[src/rtl/reg_writeback_sequencer.sv]
// -----------------------------------------------------------------------------
// reg_writeback_sequencer
//
// Write-side master for the 32x32 integer register file. Writeback requests
// from the execute/load paths are buffered in a small FIFO and replayed to the
// register file as a registered wa/wd pair followed one cycle later by a
// one-cycle w_en strobe. The file commits on the rising edge of w_en, so wa/wd
// are always stable for a full cycle before the strobe. One write per 2 cycles.
//
// Ports
//   clk        in   single clock, all state updates on posedge
//   rst        in   synchronous active-high reset
//   req_valid  in   writeback request valid
//   req_ready  out  room in the FIFO (registered count < DEPTH, not in reset)
//   req_addr   in   destination register index (index 0 is accepted and dropped)
//   req_data   in   value to write
//   wa         out  register file write address (registered)
//   wd         out  register file write data (registered)
//   w_en       out  register file write strobe (registered, one cycle wide)
//   count      out  entries queued but not yet loaded into wa/wd
//   busy       out  sequencer active or FIFO non-empty
//
// Optional feature, enabled by defining WB_BYPASS_EN:
//   byp_addr   in   lookup address for forwarding of not-yet-committed writes
//   byp_hit    out  a pending write to byp_addr exists
//   byp_data   out  data of the youngest pending write to byp_addr (0 on miss)
// -----------------------------------------------------------------------------
module reg_writeback_sequencer #(
    parameter int DEPTH  = 4,
    parameter int ADDR_W = 5,
    parameter int DATA_W = 32
) (
    input  logic                     clk,
    input  logic                     rst,
    input  logic                     req_valid,
    output logic                     req_ready,
    input  logic [ADDR_W-1:0]        req_addr,
    input  logic [DATA_W-1:0]        req_data,
    output logic [ADDR_W-1:0]        wa,
    output logic [DATA_W-1:0]        wd,
    output logic                     w_en,
    output logic [$clog2(DEPTH):0]   count,
    output logic                     busy
`ifdef WB_BYPASS_EN
    ,
    input  logic [ADDR_W-1:0]        byp_addr,
    output logic                     byp_hit,
    output logic [DATA_W-1:0]        byp_data
`endif
);

    localparam int PTR_W = $clog2(DEPTH);
    localparam int CNT_W = $clog2(DEPTH) + 1;
    localparam logic [CNT_W-1:0] DEPTH_C = CNT_W'(DEPTH);

    typedef enum logic [1:0] {
        IDLE   = 2'd0,
        SETUP  = 2'd1,
        STROBE = 2'd2
    } state_t;

    state_t state_reg, state_next;

    logic [ADDR_W-1:0] mem_addr_reg [DEPTH];
    logic [DATA_W-1:0] mem_data_reg [DEPTH];
    logic [PTR_W-1:0]  wr_ptr_reg;
    logic [PTR_W-1:0]  rd_ptr_reg;
    logic [CNT_W-1:0]  count_reg;
    logic [CNT_W-1:0]  count_next;
    logic [ADDR_W-1:0] wa_reg;
    logic [DATA_W-1:0] wd_reg;
    logic              w_en_reg;
    logic              w_en_next;
    logic              push;
    logic              pop;

    // Ready looks only at the registered count, so a full FIFO never accepts
    // even if an entry is being popped in the same cycle.
    assign req_ready = !rst && (count_reg < DEPTH_C);

    // Address 0 is the hardwired zero register: handshake completes but
    // nothing is queued.
    assign push = req_valid && req_ready && (req_addr != '0);

    assign count_next = count_reg + CNT_W'(push) - CNT_W'(pop);

    // Next-state / strobe logic. A pop loads the FIFO head into wa/wd.
    always_comb begin
        state_next = state_reg;
        w_en_next  = 1'b0;
        pop        = 1'b0;
        case (state_reg)
            IDLE: begin
                if (count_reg != '0) begin
                    pop        = 1'b1;
                    state_next = SETUP;
                end
            end
            SETUP: begin
                w_en_next  = 1'b1;
                state_next = STROBE;
            end
            STROBE: begin
                // Chain directly into the next write to sustain 2 cycles/write.
                if (count_reg != '0) begin
                    pop        = 1'b1;
                    state_next = SETUP;
                end else begin
                    state_next = IDLE;
                end
            end
            default: begin
                state_next = IDLE;
            end
        endcase
    end

    always_ff @(posedge clk) begin
        if (rst) begin
            state_reg  <= IDLE;
            w_en_reg   <= 1'b0;
            wa_reg     <= '0;
            wd_reg     <= '0;
            wr_ptr_reg <= '0;
            rd_ptr_reg <= '0;
            count_reg  <= '0;
        end else begin
            state_reg <= state_next;
            w_en_reg  <= w_en_next;
            count_reg <= count_next;
            if (push) begin
                wr_ptr_reg <= wr_ptr_reg + PTR_W'(1);
            end
            if (pop) begin
                wa_reg     <= mem_addr_reg[rd_ptr_reg];
                wd_reg     <= wd_next_head();
                rd_ptr_reg <= rd_ptr_reg + PTR_W'(1);
            end
        end
    end

    function automatic logic [DATA_W-1:0] wd_next_head();
        return mem_data_reg[rd_ptr_reg];
    endfunction

    // FIFO storage carries no reset; validity is tracked by the pointers.
    always_ff @(posedge clk) begin
        if (push) begin
            mem_addr_reg[wr_ptr_reg] <= req_addr;
            mem_data_reg[wr_ptr_reg] <= req_data;
        end
    end

    assign wa    = wa_reg;
    assign wd    = wd_reg;
    assign w_en  = w_en_reg;
    assign count = count_reg;
    assign busy  = (state_reg != IDLE) || (count_reg != '0);

`ifdef WB_BYPASS_EN
    // Slot gi holds the gi-th oldest queued entry; only the first count_reg
    // slots are live.
    logic [DEPTH-1:0] byp_match;

    genvar gi;
    generate
        for (gi = 0; gi < DEPTH; gi++) begin : g_byp
            logic [PTR_W-1:0] slot;
            assign slot          = rd_ptr_reg + PTR_W'(gi);
            assign byp_match[gi] = (CNT_W'(gi) < count_reg) &&
                                   (mem_addr_reg[slot] == byp_addr);
        end
    endgenerate

    // Age order, oldest first: wa/wd in SETUP, then FIFO head..tail. Later
    // matches overwrite earlier ones so the youngest write wins. Once in
    // STROBE the write has already committed and is no longer forwarded.
    always_comb begin
        byp_hit  = 1'b0;
        byp_data = '0;
        if (byp_addr != '0) begin
            if ((state_reg == SETUP) && (wa_reg == byp_addr)) begin
                byp_hit  = 1'b1;
                byp_data = wd_reg;
            end
            for (int i = 0; i < DEPTH; i++) begin
                if (byp_match[i]) begin
                    byp_hit  = 1'b1;
                    byp_data = mem_data_reg[rd_ptr_reg + PTR_W'(i)];
                end
            end
        end
    end
`endif

endmodule

[config.mk]
export PLATFORM = sky130hd
export DESIGN_NAME = reg_writeback_sequencer
export DESIGN_NICKNAME = d
export VERILOG_FILES = /design/src/rtl/reg_writeback_sequencer.sv
export SDC_FILE = /design/constraint.sdc
export NUM_CORES = 1
export LEC_CHECK = 0
export BUFFER_PORTS_ARGS = -buffer_cell sky130_fd_sc_hd__buf_2
export CORE_MARGIN = 10
export CORE_UTILIZATION = 30
export DETAILED_ROUTE_END_ITERATION = 10
export PLACE_DENSITY_LB_ADDON = 0.1
export SETUP_SLACK_MARGIN = 0.3
export SLEW_MARGIN = 25
export SYNTH_ARGS = -nofsm -noshare
export SYNTH_HDL_FRONTEND = slang
export SYNTH_SLANG_ARGS = --single-unit
[constraint.sdc]
create_clock -name clk -period 3.4 [get_ports clk]
set_input_delay 0.68 -clock clk [delete_from_list [all_inputs] [get_ports clk]]
set_output_delay 0.68 -clock clk [all_outputs]
set_load 0.005 [all_outputs]
After elaboration in Yosys (flattened, before gate mapping). Memory sizes are Yosys's and may differ from the RTL's. A register that Yosys moved wholly into a read port is not among the register bits. Cells that the tools add are included.

Add/sub/neg operators: 4. Reductions and logical operators: 10. Multiplexer cells: 8. Eq/ne operators: 3. Order comparisons: 1.

Operator list (count): 1-bit two-way mux (6); 2-bit one-hot mux with 3 select lines (1); 5-bit nonzero test (1); 2-bit by 1-bit adder with 2-bit output (second input constant) (2); 3-bit by 1-bit adder with 3-bit output (1); 1-bit logical AND (3); 3-bit less-than comparator (second input constant) (1); 3-bit nonzero test (1); 3-bit by 1-bit subtractor with 3-bit output (1); 2-bit by 1-bit == test with 1-bit output (second input constant) (1); 2-bit == test (second input constant) (1); 2-bit zero test (1); 2-bit two-way mux (1); 2-bit inequality test (second input constant) (1); 2-bit nonzero test (1); 2-bit OR reduction (1); 1-bit zero test (1); 1-bit logical OR (1).

Flip-flop bits (word level): 10. Bits in writable memories: 148. Logic and storage cells: 33. Memories kept: 2. Bits of input ports: 40. Output and inout bits: 43.

Memory list: mem_data_reg (depth 4, width 32, rd ports 1, clocked after Yosys merged registers in 1, wr ports 1, line 65) `logic [DATA_W-1:0] mem_data_reg [DEPTH];`; mem_addr_reg (depth 4, width 5, rd ports 1, clocked after Yosys merged registers in 1, wr ports 1, line 64) `logic [ADDR_W-1:0] mem_addr_reg [DEPTH];`.

Longest topological paths before layout. Gate-level depths: netlist of run 1.

Depth after elaboration: 6. Gate-level depth with buffers: 9. Mapped depth without buffers: 9.

Worst setup path after synthesis of run 1. No wires, ideal clock.

Kind: input to register. From: input port rst. To: memory mem_addr_reg[0][0] (enable). Setup time: 0.398 ns. Stages: 3. Setup slack: 0.528 ns. Path buffers: 1. Arrival time: 2.474 ns. Required time: 3.002 ns. Cells stage by stage: clkbuf_2 -> a2111oi_0 -> and2_1.

Word-level cells in the longest chain between the ends: 6.

RTL lines: start: declaration (line 34) `input logic rst,`; 1-bit zero test (line 79) `assign req_ready = !rst && (count_reg < DEPTH_C);`; 1-bit logical AND (line 79); 1-bit logical AND (2 in a row) (line 83) `assign push = req_valid && req_ready && (req_addr != '0);`; 1-bit two-way mux (line 148) `if (push) begin`; 1-bit two-way mux (implied by the code) (line 149) `mem_addr_reg[wr_ptr_reg] <= req_addr;`; end: declaration (line 64).

No other way between the ends.

Worst setup path in the final report of run 1.
From: input port req_addr[0]. To: register count_reg[1] (netlist: count[1]).

Word-level cells in the longest chain between the ends: 4.

RTL lines: start: declaration (line 37) `input logic [ADDR_W-1:0] req_addr,`; 5-bit nonzero test (line 83); 1-bit logical AND (line 83); 3-bit by 1-bit adder with 3-bit output (line 85) `assign count_next = count_reg + CNT_W'(push) - CNT_W'(pop);`; 3-bit by 1-bit subtractor with 3-bit output (line 85); via count_next[1] (line 69) `logic [CNT_W-1:0] count_next;`; end signal: assignment (line 130) `count_reg <= count_next;`; end: declaration (line 68) `logic [CNT_W-1:0] count_reg;`.

The timed path passes the listed nets, and every way through them passes these cells. A chain may end at the register's enable or synchronous reset.

==> results of run 1 <==
-- through the flow --
stage                     power, mW  hold WS (ns)
final                          6.52         0.451
after global routing           6.90         0.451
after CTS                      6.67         0.443
after detailed placement       4.79         0.448
after global placement         4.78         0.429
after floorplan                4.16         0.420
-- logic make-up (layout without fill, tap and decap cells) --
| logic type | after synthesis | count (layout) | synth area share |
|---|---|---|---|
| flops | 195 | 195 | 0.769 |
| compound gates | 44 | 44 | 0.0549 |
| mux | 39 | 39 | 0.122 |
| buf+inv | 28 | 135 | 0.0200 |
| simple gates | 22 | 22 | 0.0175 |
| fa+ha+maj | 7 | 7 | 0.0136 |
| xor+xnor | 2 | 2 | 0.00250 |
| other cells | 0 | 1 | 0 |
-- power breakdown --
part | internal [mW] | switching [mW] | total [mW]
registers | 2.90 | 0.354 | 3.26
clock network | 1.01 | 0.844 | 1.85
logic | 0.798 | 0.606 | 1.40
total | 4.71 | 1.80 | 6.52
-- synth_stat cells (3+ instances only) --
master,instances
a22o_1,37
and2_1,4
buf_2,9
buf_6,3
clkbuf_1,4
dfxtp_1,47
edfxtp_1,148
ha_1,6
inv_1,10
mux4_2,37
nor2_1,6
nor3_1,4
-- critical path: cells and delay by family --
| kind | cells | cell delay [ns] |
|---|---|---|
| adder cells (fa/ha/maj) | 3 | 0.78 |
| AND/OR/NAND/NOR | 2 | 0.72 |
| buffers and inverters | 4 | 0.44 |
| AO/OA/AOI/OAI | 1 | 0.23 |
-- per-layer routing --
| layer | vias up | routed length, um |
|---|---|---|
| met3 | 15 | 652 |
| met2 | 62 | 7710 |
| met1 | 1752 | 6340 |
| met4 | 4 | 184 |
| li1 | 1557 | - |
| met5 | - | 22 |
-- cell type report --
| type | count | area share |
|---|---|---|
| flip-flops and latches | 195 | 0.643 |
| multi-input cells | 114 | 0.177 |
| repair buffers | 93 | 0.0633 |
| clock inverters | 12 | 0.0133 |
| inverters | 10 | 0.00448 |
| clock buffers | 20 | 0.0521 |
| well taps | 313 | 0.0467 |
| diodes | 1 | 0.000298 |
-- how the worst max path moves through the flow --
stage                 from            endpoint  slack, ns
2_1_floorplan          rst  mem_addr_reg[0][0]       0.53
3_3_place_gp   req_addr[0]            count[1]       0.48
3_5_place_dp   req_addr[3]            count[1]       0.44
4_1_cts        req_addr[3]            count[1]       0.91
5_1_grt        req_addr[0]            count[1]       0.71
6_report       req_addr[0]            count[1]       0.88
==> impl_metrics.csv, run 1 <==
group,metric,value,unit
cells_and_area,fillers,2132,
setup_path,end_kind,"flop",
placed_design,place_ws,0.443,ns
placed_design,dp_hpwl,9.15,mm
drt,vias_per_cell,4.47,
setup_path,worstPathRequired,3.71,ns
synth,synth_nets,384,
clock_network,cts_made_buffers,17,
setup_path,r2r_slack,1.16,ns
clock_network,cts_tree,"done",
synth,synth_edf_count,148,
cells_and_area,utilization,0.368,
synth,synth_ff_type,"edfxtp_1",
setup_path,cp_max_fo,5,
cells_and_area,layout_commonest_cell,"edfxtp_1",
sta,min_period_over_period,0.742,
sta,worst_pin_slew,0.885,ns
clock_network,path_clk_slew,0.07,ns
global_routing,grt_pass1_wl,22.9,mm
setup_path,r2r-start,"count[2]",
pwr,p_per_area,777,nW/um^2
setup_path,path_class,"in2reg",
run,drv_cap,0,
global_routing,met3_usage,0.0325,
setup_path,reg2regPathDepth,9,
global_routing,antenna_found_initial,3,
setup_path,reg2reg_to,"count[2]",
floorplanning,die_h,173,um
cells_and_area,seqCellArea,5390,um^2
placed_design,dp_cells,725,
clock_network,ctsLongestPathBuffers,2,
setup_path,arrival,2.84,ns
cells_and_area,layout-drive-gt1-share,0.378,
clock_network,clock_latency,0.43,ns
synth,async_flop_share,0,
sta,hold_viol,0,
placed_design,post_dp_cell_area,7830,um^2
setup_path,crit_chain,"buf_2, nor4_1, a2111oi_0, buf_4, inv_1, ha_1, inv_1, ha_1, fa_1, nor2b_1",
synth,syn_area,7000,um^2
floorplanning,std_cell_rows,55,
clock_network,clockRootBuffer,"clkbuf_16",
sta,fin_ws,0.876,ns
cells_and_area,design_area,8380,um^2
placed_design,port-buffer-count,82,
synth,ys_ff_latch,195,
drt,dr.pass1.iters,5,
sta,post-route-min-period,2.52,ns
global_routing,grt_max_degree,42,
clock_network,h-tree-depth,4,
drt,ant_nets,0,
synth,synth-seq-area-share,0.769,
clock_network,cts_setup_buffers,0,
clock_network,ctsResizeCount,0,
sta,fmax,396,MHz
global_routing,use_met1,0.119,
drt,drt_iter0_drc,177,
cells_and_area,finalNonFillerCells,758,
min_path,hold_path_class,"reg2reg",
sta,max-slew-margin-rel,0.410,
drt,postRouteWirelength,14.9,mm
sta,fin_tns_setup,0,ns
drt,drc,0,
cells_and_area,largest_reg_flops,128,
floorplanning,initial_core_util,0.307,
floorplanning,die-area,29800,um^2
setup_path,max_stage_delay,0.59,ns
sta,rsz0062_at_grt,"no",
min_path,hold_end,"state_reg[1]",
floorplanning,fp.dieW,173,um
min_path,worstHoldStart,"state_reg[1]",
synth,synth_cell_types,30,
sta,setup_violations,0,
floorplanning,io_pins,83,
pwr,leakagePower,2.92,nW
run_status,status,"finished clean",
min_path,min_path_cells,1,
cells_and_area,areaGrowthSynthToFinish,19.8,%
sta,maxSlewViolCount,0,
synth,avgSynthCellArea,20.8,um^2
pwr,peakVddDrop,0.000489,V
synth,yosysTopAreaCellShare,0.635,
clock_network,hold_buffers,0,
synth,synth_warnings,0,
placed_design,place_congestion,0.663,
setup_path,start_kind,"input pin",
global_routing,met2_usage,0.172,
global_routing,grt_use_total,0.102,
setup_path,critPathSlowestCell,"nor4_1",
cells_and_area,multi_input_area,1480,um^2
synth,synth_top_area_cell,"edfxtp_1",
clock_network,cts.sinks,195,
synth,synth_area_leaders,"edfxtp_1, dfxtp_1, mux4_2, a22o_1, ha_1",
drt,vias,3390,
global_routing,grt_overflow_total,0,
drt,wl_per_cell,19.7,um
synth,synth_cells,337,
floorplanning,coreArea,22800,um^2
cells_and_area,final_cell_mix,"edfxtp_1, buf_2, dfxtp_1, mux4_2, a22o_1",
sta,finalClockSkew,0.00914,ns
cells_and_area,nNetsFinal,478,
global_routing,grt_pass1_vias,3740,
global_routing,busiest_layer,"met2",
Power figures use the tool's default switching activity.
==> run 2, diff against run 1 <==
ABC_AREA = 1   (was default)
clock period = 2.4 ns   (was 3.4 ns; I/O delays follow)
==> run 2 against run 1 <==
  * Global-route usage up 1.0 points
  * Non-clock buffer count up 9
  * Critical path type is now reg2reg
  * Clock power up 48%
  * Die area up 17%
  * Wire length up 29%
  * Sequential cell count unchanged
  * Critical path depth unchanged
  * Total power up 59%
  * Worst hold slack worse by 0.18 ns
  * Register-to-register slack worse by 0.67 ns
==> impl_metrics.csv, run 2 <==
group,metric,value,unit
global_routing,grt_overflow_total,0,
sta,hold_viol,0,
drt,vias_per_cell,3.96,
synth,synth_cell_types,20,
synth,yosysMostFrequentCell,"nand2_1",
sta,fin_tns_setup,0,ns
setup_path,start_kind,"flop",
placed_design,dp_cells,1334,
setup_path,r2r-start,"count[2]",
synth,synth_xor_area_frac,0,
setup_path,reg2reg_to,"count[1]",
floorplanning,die_h,187,um
sta,worst_pin_slew,0.858,ns
pwr,internal_power,6.64,mW
sta,setup_violations,0,
clock_network,ctsLongestPathBuffers,2,
cells_and_area,finalNonFillerCells,1365,
cells_and_area,largest_reg_flops,128,
synth,avgSynthCellArea,9.26,um^2
floorplanning,std_cell_rows,60,
drt,ant_nets,0,
pwr,p_switching,3.71,mW
clock_network,clockRootBuffer,"clkbuf_16",
floorplanning,io_pins,83,
pwr,leakagePower,4.56,nW
synth,synth_edf_count,148,
global_routing,grt_pass1_vias,5275,
sta,max-slew-margin-rel,0.428,
drt,postRouteWirelength,19.3,mm
run,drv_cap,0,
placed_design,dp_hpwl,11.7,mm
pwr,swShare,0.358,
drt,drt_iter0_drc,208,
cells_and_area,antenna_cells,0,
cells_and_area,final_cell_mix,"nand2_1, inv_1, edfxtp_1, nor2_1, buf_2",
sta,min_period_over_period,0.795,
synth,synth_top_family_by_area,"simple AND/OR/NAND/NOR gates",
drt,drc,0,
synth,synth_ff_type,"edfxtp_1",
setup_path,crit_start,"count[2]",
drt,wl_per_cell,14.1,um
sta,fmax,524,MHz
global_routing,grt_max_degree,78,
placed_design,port-buffer-count,82,
synth,synth_compound_area_frac,0.00301,
clock_network,clock_latency,0.42,ns
setup_path,worstPathRequired,2.76,ns
pwr,p_per_area,1050,nW/um^2
pwr,clock_power_share,0.264,
global_routing,grt_use_total,0.112,
pwr,combPwrFrac,0.331,
clock_network,hold_buffers,0,
sta,rsz0062_at_grt,"no",
floorplanning,die-area,34800,um^2
cells_and_area,layout-drive-gt1-share,0.149,
sta,finalClockSkew,0.0127,ns
synth,synth_nets,945,
cells_and_area,nNetsFinal,1028,
setup_path,end_kind,"flop",
setup_path,cp_max_fo,5,
synth,synth_cells,898,
synth,ys_ff_latch,195,
synth,syn_area,8320,um^2
clock_network,cts_tree,"done",
setup_path,endpoint,"count[1]",
setup_path,reg2regPathDepth,10,
setup_path,arrival,2.27,ns
pwr,peakVddDrop,0.000539,V
clock_network,h-tree-depth,4,
floorplanning,fp.dieW,187,um
synth,yosys-top-cells-count,"nand2_1, inv_1, edfxtp_1",
synth,synth_area_leaders,"edfxtp_1, nand2_1, dfxtp_1, inv_1, nand3_1",
synth,yosysTopAreaCellShare,0.534,
synth,synthSimpleGateAreaFrac,0.214,
synth,async_flop_share,0,
clock_network,cts_setup_buffers,0,
sta,maxSlewViolCount,0,
setup_path,r2r_slack,0.49,ns
clock_network,cts.sinks,195,
global_routing,antenna_found_initial,1,
pwr,pwr-share-seq,0.404,
synth,synth.area.mux_share,0,
sta,post-route-min-period,1.91,ns
synth,synth_top_area_cell,"edfxtp_1",
clock_network,ctsResizeCount,0,
floorplanning,coreArea,27100,um^2
drt,vias,5402,
global_routing,grt_pass1_wl,30.7,mm
clock_network,path_clk_slew,0.07,ns
drt,dr.pass1.iters,4,
synth,synth_warnings,0,
placed_design,place_congestion,0.701,
setup_path,path_class,"reg2reg",
cells_and_area,areaGrowthSynthToFinish,17.9,%
synth,synth-seq-area-share,0.647,
cells_and_area,layout_commonest_cell,"nand2_1",
clock_network,cts_made_buffers,17,
run_status,status,"finished clean",
floorplanning,initial_core_util,0.307,
synth,synthAdderAreaFrac,0.0114,
min_path,hold_path_class,"in2reg",
## run 2: worst max-delay path, cell delays in order, from the launching register on
cell and delay (ns):
dfxtp_1 0.34, inv_1 0.12, nand2_4 0.07, nor2_4 0.18, nand2_4 0.08, ha_4 0.27
inv_2 0.03, ha_2 0.16, fa_2 0.51, inv_1 0.04, nor2_1 0.06
## run 2: stage by stage
step | hold slack (ns) | util | cell area [um^2] | worst slack [ns] | power, mW
after global routing | 0.256 | 0.362 | 9810 | 0.360 | 11.3
after CTS | 0.258 | 0.362 | 9810 | 0.479 | 10.6
after detailed placement | 0.441 | 0.341 | 9250 | 0.262 | 7.83
after global placement | 0.439 | 0.341 | 9250 | 0.259 | 7.83
after floorplan | 0.424 | - | 8400 | 0.302 | 6.79
final | 0.273 | 0.362 | 9810 | 0.491 | 10.3
## run 2: routing by layer
layer,GRT usage,vias up,part of all wire
met3,0.0348,6,0.042
met5,0,-,0.00062
li1,-,2870,-
met2,0.182,73,0.47
met4,0.0214,2,0.0050
met1,0.144,2451,0.48
## run 2: kinds of logic (layout without fill, tap and decap cells)
family / count (synthesis) / count (layout)
flip-flops: 195 / 195
adder cells (fa/ha/maj): 7 / 7
buffers and inverters: 246 / 341
AO/OA/AOI/OAI: 5 / 5
AND/OR/NAND/NOR: 445 / 445
## run 2: cell type report
class | count | area, um^2
clock inverter | 13 | 128
fill | 2796 | 17300
tap | 372 | 465
multi-input combinational | 457 | 1970
inverter | 208 | 788
sequential | 195 | 5390
clock buffer | 18 | 429
timing repair buffer | 102 | 636
## run 2: worst min-delay path by stage
stage | startpoint | cells after the start | end | slack [ns]
detailed placement | state_reg[1] | 1 | state_reg[1] | 0.44
CTS | req_data[0] | 1 | mem_data_reg[2][0] | 0.26
floorplan | state_reg[1] | 1 | state_reg[1] | 0.42
global placement | state_reg[1] | 1 | state_reg[1] | 0.44
finish | req_data[11] | 1 | mem_data_reg[2][11] | 0.27
global route | req_data[0] | 1 | mem_data_reg[2][0] | 0.26
## run 2: power groups by stage
stage | sequential (mW) | combinational (mW) | clock, mW
after floorplan | 4.28 | 2.52 | 0
after global placement | 4.26 | 3.57 | 0
after detailed placement | 4.26 | 3.57 | 0
after CTS | 4.19 | 3.59 | 2.84
after global routing | 4.23 | 4.08 | 2.96
final | 4.18 | 3.43 | 2.73
